<file path="src/rtl/hazard_unit.sv">
// ----------------------------------------------------------------------------
// hazard_unit
//
// Pipeline hazard unit for the five-stage MIPS core. It keeps a shadow copy
// of the destination registers in EX and MEM and a HI/LO busy counter. From
// these it produces the combinational ID stall and the registered EX
// operand-forwarding selects.
//
// Register numbers: 0 = none, 1..31 = GPR, 33 = HI/LO pair (never tracked
// in the shadow pipe, only through the busy counter).
//
// Configuration macro: HAZARD_FORWARD_EN
//   defined   : EX/MEM and MEM/WB forwarding selects are generated; only
//               load-use and HI/LO-busy hazards stall.
//   undefined : selects are tied to 2'b00; any GPR source that matches an
//               in-flight producer stalls until that producer reaches WB.
//
// Parameters:
//   MULDIV_LAT      cycles from MULTU/DIVU entering EX until HI/LO is written (>=1)
//
// Ports:
//   clk             clock, rising edge
//   rst             asynchronous active-high reset
//   id_valid_i      ID holds a real instruction
//   id_read1_i      first source register number
//   id_read2_i      second source register number
//   id_write_i      destination register number
//   id_is_load_i    ID instruction is a load
//   id_is_muldiv_i  ID instruction is MULTU/DIVU
//   flush_i         ID instruction is squashed (taken branch/jump)
//   hold_i          global freeze (memory wait)
//   stall_o         freeze PC and IF/ID, inject a bubble into EX
//   ex_fwd_a_o      EX operand A select: 00 regfile, 01 MEM, 10 WB
//   ex_fwd_b_o      EX operand B select
//   muldiv_busy_o   HI/LO counter is nonzero
// ----------------------------------------------------------------------------
module hazard_unit #(
    parameter int MULDIV_LAT = 4
) (
    input  logic       clk,
    input  logic       rst,
    input  logic       id_valid_i,
    input  logic [5:0] id_read1_i,
    input  logic [5:0] id_read2_i,
    input  logic [5:0] id_write_i,
    input  logic       id_is_load_i,
    input  logic       id_is_muldiv_i,
    input  logic       flush_i,
    input  logic       hold_i,
    output logic       stall_o,
    output logic [1:0] ex_fwd_a_o,
    output logic [1:0] ex_fwd_b_o,
    output logic       muldiv_busy_o
);

    localparam int         CNT_W    = $clog2(MULDIV_LAT + 1);
    localparam logic [5:0] REG_NONE = 6'd0;
    localparam logic [5:0] REG_HILO = 6'd33;

    typedef enum logic [1:0] {
        FWD_RF  = 2'b00,
        FWD_MEM = 2'b01,
        FWD_WB  = 2'b10
    } fwd_sel_e;

    // A source only matches a real, tracked GPR.
    function automatic logic src_match(input logic [5:0] src, input logic [5:0] entry);
        return (src == entry) && (src != REG_NONE) && (src != REG_HILO);
    endfunction

    logic [5:0]       ex_wr_q,  ex_wr_d;
    logic             ex_ld_q,  ex_ld_d;
    logic [5:0]       mem_wr_q, mem_wr_d;
    logic [CNT_W-1:0] md_cnt_q, md_cnt_d;
    fwd_sel_e         fwd_a_q,  fwd_a_d;
    fwd_sel_e         fwd_b_q,  fwd_b_d;

    logic a_ex, b_ex, a_mem, b_mem;
    logic load_use, hilo_busy, raw_wait;
    logic advance, issue;
    fwd_sel_e sel_a, sel_b;

    assign a_ex  = src_match(id_read1_i, ex_wr_q);
    assign b_ex  = src_match(id_read2_i, ex_wr_q);
    assign a_mem = src_match(id_read1_i, mem_wr_q);
    assign b_mem = src_match(id_read2_i, mem_wr_q);

    assign load_use  = id_valid_i && ex_ld_q && (a_ex || b_ex);
    assign hilo_busy = id_valid_i && (md_cnt_q != '0) &&
                       ((id_read1_i == REG_HILO) || (id_read2_i == REG_HILO) || id_is_muldiv_i);

`ifdef HAZARD_FORWARD_EN
    assign raw_wait = 1'b0;
    // The newer producer (EX) wins over the older one (MEM).
    assign sel_a = a_ex ? FWD_MEM : (a_mem ? FWD_WB : FWD_RF);
    assign sel_b = b_ex ? FWD_MEM : (b_mem ? FWD_WB : FWD_RF);
`else
    // Without forwarding every in-flight GPR producer must drain to WB first;
    // this also covers load-use.
    assign raw_wait = id_valid_i && (a_ex || b_ex || a_mem || b_mem);
    assign sel_a    = FWD_RF;
    assign sel_b    = FWD_RF;
`endif

    assign stall_o = load_use || hilo_busy || raw_wait;

    assign advance = !hold_i;
    // flush wins over stall: a squashed instruction never issues.
    assign issue   = advance && id_valid_i && !stall_o && !flush_i;

    always_comb begin
        // NOTE: every signal gets a default first so no path infers a latch.
        ex_wr_d  = ex_wr_q;
        ex_ld_d  = ex_ld_q;
        mem_wr_d = mem_wr_q;
        fwd_a_d  = fwd_a_q;
        fwd_b_d  = fwd_b_q;
        md_cnt_d = md_cnt_q;

        if (advance) begin
            mem_wr_d = ex_wr_q;
            if (issue) begin
                // HI/LO results are tracked by the counter, not the shadow pipe.
                ex_wr_d = (id_is_muldiv_i || id_write_i == REG_HILO) ? REG_NONE : id_write_i;
                ex_ld_d = id_is_load_i;
                fwd_a_d = sel_a;
                fwd_b_d = sel_b;
            end else begin
                ex_wr_d = REG_NONE;
                ex_ld_d = 1'b0;
                fwd_a_d = FWD_RF;
                fwd_b_d = FWD_RF;
            end
        end

        // The counter runs independently of hold so a freeze never extends it.
        if (issue && id_is_muldiv_i) begin
            md_cnt_d = CNT_W'(MULDIV_LAT);
        end else if (md_cnt_q != '0) begin
            md_cnt_d = md_cnt_q - CNT_W'(1);
        end
    end

    // NOTE: state registers use non-blocking assignments so every flop samples
    // the pre-edge values regardless of statement order.
    always_ff @(posedge clk or posedge rst) begin
        if (rst) begin
            ex_wr_q  <= REG_NONE;
            ex_ld_q  <= 1'b0;
            mem_wr_q <= REG_NONE;
            md_cnt_q <= '0;
            fwd_a_q  <= FWD_RF;
            fwd_b_q  <= FWD_RF;
        end else begin
            ex_wr_q  <= ex_wr_d;
            ex_ld_q  <= ex_ld_d;
            mem_wr_q <= mem_wr_d;
            md_cnt_q <= md_cnt_d;
            fwd_a_q  <= fwd_a_d;
            fwd_b_q  <= fwd_b_d;
        end
    end

    assign ex_fwd_a_o    = fwd_a_q;
    assign ex_fwd_b_o    = fwd_b_q;
    assign muldiv_busy_o = (md_cnt_q != '0);

endmodule

</file>
<file path="config.mk">
export PLATFORM = sky130hd
export DESIGN_NAME = hazard_unit
export DESIGN_NICKNAME = d
export VERILOG_FILES = /design/src/rtl/hazard_unit.sv
export SDC_FILE = /design/constraint.sdc
export NUM_CORES = 1
export LEC_CHECK = 0
export BUFFER_PORTS_ARGS = -buffer_cell sky130_fd_sc_hd__buf_2
export CORE_MARGIN = 2
export CORE_UTILIZATION = 55
export DETAILED_ROUTE_END_ITERATION = 8
export GPL_TIMING_DRIVEN = 0
export PLACE_DENSITY = 0.83
export SKIP_LAST_GASP = 1
export SLEW_MARGIN = 20
export SYNTH_ARGS = -nofsm -noshare
export SYNTH_HDL_FRONTEND = slang
export SYNTH_SLANG_ARGS = --single-unit
</file>
<file path="constraint.sdc">
create_clock -name clk -period 2.5 [get_ports clk]
set_clock_uncertainty 0.1 [all_clocks]
set_input_delay 0.5 -clock clk [delete_from_list [all_inputs] [get_ports clk]]
set_output_delay 0.5 -clock clk [all_outputs]
set_load 0.02 [all_outputs]
</file>
# Yosys cells after proc, flatten, opt, wreduce, memory -nomap -nowiden
# Cells that the tools add are included.
# op_classes
add_sub_neg	1
multipliers	0
n_div	0
order_cmp	0
n_eq_ne	9
n_shift	0
n_mux	5
bitwise	0
n_reduce_logical	32
# ops
op	n
$eq A6 B6 Y1	4
$eq A6 B6 Y1 const B	3
$logic_and A1 B1 Y1	17
$mux W6	2
$ne A6 B6 Y1 const B	2
$reduce_bool A6 Y1	2
$logic_or A1 B1 Y1	8
$mux W3	2
$logic_not A1 Y1	3
$reduce_bool A3 Y1	1
$sub A3 B1 Y3 const B	1
$reduce_bool A2 Y1	1
$mux W1	1
# word_totals
register_bits	16
latchBits	0
ram_bits	0
rom_bits	0
inputBits	25
out_inout_bits	6
wordCells	51
memories	0

# Logic depth before layout (Yosys ltp)
# logic_depth
word_depth	13
mapped_depth	7
depth_no_buf	6

# Least setup slack after synthesis
# No wires, ideal clock.
# synth_timing
kind	in2out
startpoint	input port id_read2_i[3]
endpoint	output port stall_o
arrival_time_ns	1.475
required_time_ns	1.900
path_slack_ns	0.425
cell_stages	6
n_path_buf	1
path_cell_list	xor2_1 > nor4_1 > nand4_1 > o21ai_1 > buf_4 > o21a_1
# synth_between
elab_chain_cells	8
word_cells_on_any_way	19
cone_classes	4 x eq/ne; 15 x reduce/logical
# synth_rtl
element	line_no	source
start: declaration	44	input logic [5:0] id_read2_i,
$eq A6 B6 Y1 or $reduce_bool A6 Y1 (tied branches)	68	return (src == entry) && (src != REG_NONE) && (src != REG_HILO);
$logic_and A1 B1 Y1 (2 in series)	68	
$logic_or A1 B1 Y1	88, 100	
$logic_or A1 B1 Y1 (2 in series)	100	assign raw_wait = id_valid_i && (a_ex || b_ex || a_mem || b_mem);
$logic_and A1 B1 Y1	100	
$logic_or A1 B1 Y1 (*)	105	assign stall_o = load_use || hilo_busy || raw_wait;
end: declaration	50	output logic stall_o,
# Mark *: on every way between the ends. The rest lies on a longest branch, timed or not.

# Worst setup path after layout
# layout_timing
startpoint	register mem_wr_q[2]
endpoint	output port stall_o
# layout_between
elab_chain_cells	7
word_cells_on_any_way	10
cone_classes	2 x eq/ne; 8 x reduce/logical
# layout_rtl
element	line_no	source
start: declaration	73	logic [5:0] mem_wr_q, mem_wr_d;
start signal: assignment	157	mem_wr_q <= mem_wr_d;
$eq A6 B6 Y1	68	
$logic_and A1 B1 Y1 (2 in series)	68	
$logic_or A1 B1 Y1	100	
$logic_or A1 B1 Y1 (*)	100	
$logic_and A1 B1 Y1 (*)	100	
$logic_or A1 B1 Y1 (*)	105	
# Marked as above.

==> flow_summary.toml <==
[run_status]
status = "finished, final reports clean"

[clocking]
clk_path_buf_depth = 2
path_clk_slew_ns = 0.08
clock-sinks = 15
insertion_delay_ns = 0.28
tritoncts = "built"
h-tree-depth = 1
cts_made_buffers = 3
root_buffer = "clkbuf_4"

[routing]
drc = 0
ant_nets = 0
wl_per_cell_um = 14.9
drtIter0Drc = 2
routed_wl_mm = 2.63
viasPerCell = 5.42
vias = 960
first_pass_iters = 4

[critical_path]
crit_path_end_kind = "output port"
required_ns = 1.90
crit_family = "simple AND/OR/NAND/NOR gates"
cp_max_fo = 3
startpoint_type = "register"
worstSetupPathType = "register to output port"
crit_slowest_cell = "dfrtp_1"
path_cells = "xor2_1 > nor4_2 > nand4_1 > nand3_2 > buf_6 > o21a_1 > buf_6"
critical-path-max-stage-delay_ns = 0.42
cp_data_arrival_time_ns = 1.86
crit_buf_inv = 2
crit_top_cell = "buf_6"

[pwr]
power_mw = 0.758
comb_power_share_pct = 43.5
switchingPower_mw = 0.262
peakVddDrop_uv = 400
power_density_nw_per_um2 = 530
clkPwrFrac_pct = 17.6
internal-power_mw = 0.497
sw_frac_of_total_pct = 34.5
total_leakage_power_nw = 0.662
p_seq_share_pct = 38.8

[sta]
max_freq_ghz = 0.406
hold_viol = 0
finalCriticalPeriod_ns = 2.46
maxSlewViolCount = 0
layout_setup_ws_ns = 0.0394
post-route-period-util_pct = 98.4
rsz0062_at_grt = "true"
worstMarginPinSlew_ns = 0.545
setup_viol_count_final = 0
slew_headroom_pct = 63.6

[logic_synthesis]
async_flop_share_pct = 100
syn-mean-instance-area_um2 = 10.2
synth_seq_area_share_pct = 33.0
synth.cell_area_um2 = 1140
synth-seq-cells = 15
ys.flop_type = "dfrtp_1"
ys_warn_count = 0
synth_cell_type_count = 36
synth_edf_count = 0
synth_cells = 111

[floorplan]
die_width_um = 49.5
dieArea_um2 = 2450
core_um2 = 1960
io_pins = 31
die_h_um = 49.5
num_rows = 16
initial_core_util_pct = 57.9

[placed_design]
place_congestion = 0.849
portBuffers = 25
place_hpwl_mm = 2.03
dp_slack_ns = 0.0264

[global_routing]
antenna_found_initial = 0
grt_usage_pct = 22.0
busiest_layer = "met2"
grtUsageMet3_pct = 1.82
grt_start_max_net_pins = 16
grt_pass1_vias = 886
gr-usage-met1_pct = 25.7
met2_usage_pct = 40.3
grt_pass1_wl_mm = 3.99
globalRoute.totalOverflow = 0

[cells_and_area]
nets = 178
diodes = 0
layout_common_cells = "25 x buf_2, 15 x xnor2_1, 14 x dfrtp_1"
layout_commonest_cell = "buf_2"
syn2layout_area_growth_pct = 25.9
drive_gt1_share_pct = 41.3

[flow_run]
max_cap_viol_count = 0

[worst_hold_path]
hold_class = "input port to async pin"
## cell usage after synthesis, types with 2 or more instances
cell type	n	area (um^2)
dfrtp_1	15	375
xnor2_1	15	131
xor2_1	12	105
nand2_1	9	33.8
mux2_2	6	67.6
o31ai_1	6	45.0
buf_4	5	37.5
nand4b_1	5	43.8
inv_1	4	15.0
nand4_1	4	25.0
nor4_1	3	18.8
ha_1	2	25.0
nor2_1	2	7.51
## final cells by class
cell class	count	area (um^2)
buffer	8	57.6
clock buffer	4	26.3
fill	146	532
inverter	4	15.0
multi-input combinational	87	737
sequential	15	377
tap	27	33.8
timing repair buffer	32	184
## power by group through the flow
stage	Combinational, mW	Sequential (mW)	Clock [mW]
after global routing	0.368	0.299	0.152
after global placement	0.274	0.293	0
after floorplan	0.213	0.291	0
final	0.330	0.294	0.134
after detailed placement	0.291	0.297	0
after CTS	0.302	0.292	0.136
## timing repair
action                     in CTS  in global routing
buffers inserted                2                  5
cloned                          0                  0
resized for setup               2                  7
setup endpoints to repair       1                  1
pin swaps                       3                 10
hold buffers                    0                  0
## through the flow
step	cells	instance area [um^2]	TNS [ns]	utilization, %	hold WS, ns
CTS	172	1360	0	69.1	0.167
finish	177	1430	0	72.9	0.150
floorplan	114	1150	0	-	0.301
global route	177	1430	-0.0341	72.9	0.191
detailed placement	166	1310	0	66.6	0.443
global placement	166	1310	0	66.6	0.409
## cells by family (layout without fill, tap and decap cells)
| logic type | Yosys count | count (layout) | share of synthesized area (%) |
|---|---|---|---|
| muxes | 7 | 7 | 6.83 |
| xor gates and xnor gates | 27 | 27 | 20.8 |
| AOI/OAI and AO/OA | 15 | 15 | 10.4 |
| adders and majority gates | 2 | 2 | 2.20 |
| DFF | 15 | 15 | 33.0 |
| and+or+nand+nor | 32 | 32 | 20.0 |
| other | 1 | 4 | 0.330 |
| buffers and inverters | 12 | 48 | 6.39 |
## final timing paths
kind                               startpoint          end  slack [ns]  cells past startpoint
worst max-delay path              mem_wr_q[2]      stall_o        0.04                      7
worst min-delay path                      rst  mem_wr_q[2]        0.15                      2
min in group clk                id_write_i[3]   ex_wr_q[3]        0.40                      3
worst min register to register     ex_wr_q[0]   ex_wr_q[0]        0.48                      2
worst max register to register    mem_wr_q[2]  md_cnt_q[2]        0.72                      7
max in group asynchronous                 rst   ex_wr_q[0]        1.76                      2
## routing by layer
metal | vias to the layer above | routed length [um]
met4 | 0 | 70
met5 | - | 0
met1 | 455 | 1090
met3 | 6 | 95
li1 | 469 | -
met2 | 30 | 1370
## registers in the layout (all words and copies together), names as in the netlist
name	cells
md_cnt_q	3
ex_wr_q	6
mem_wr_q	6
Note: power is estimated with default switching activity, not from simulation.
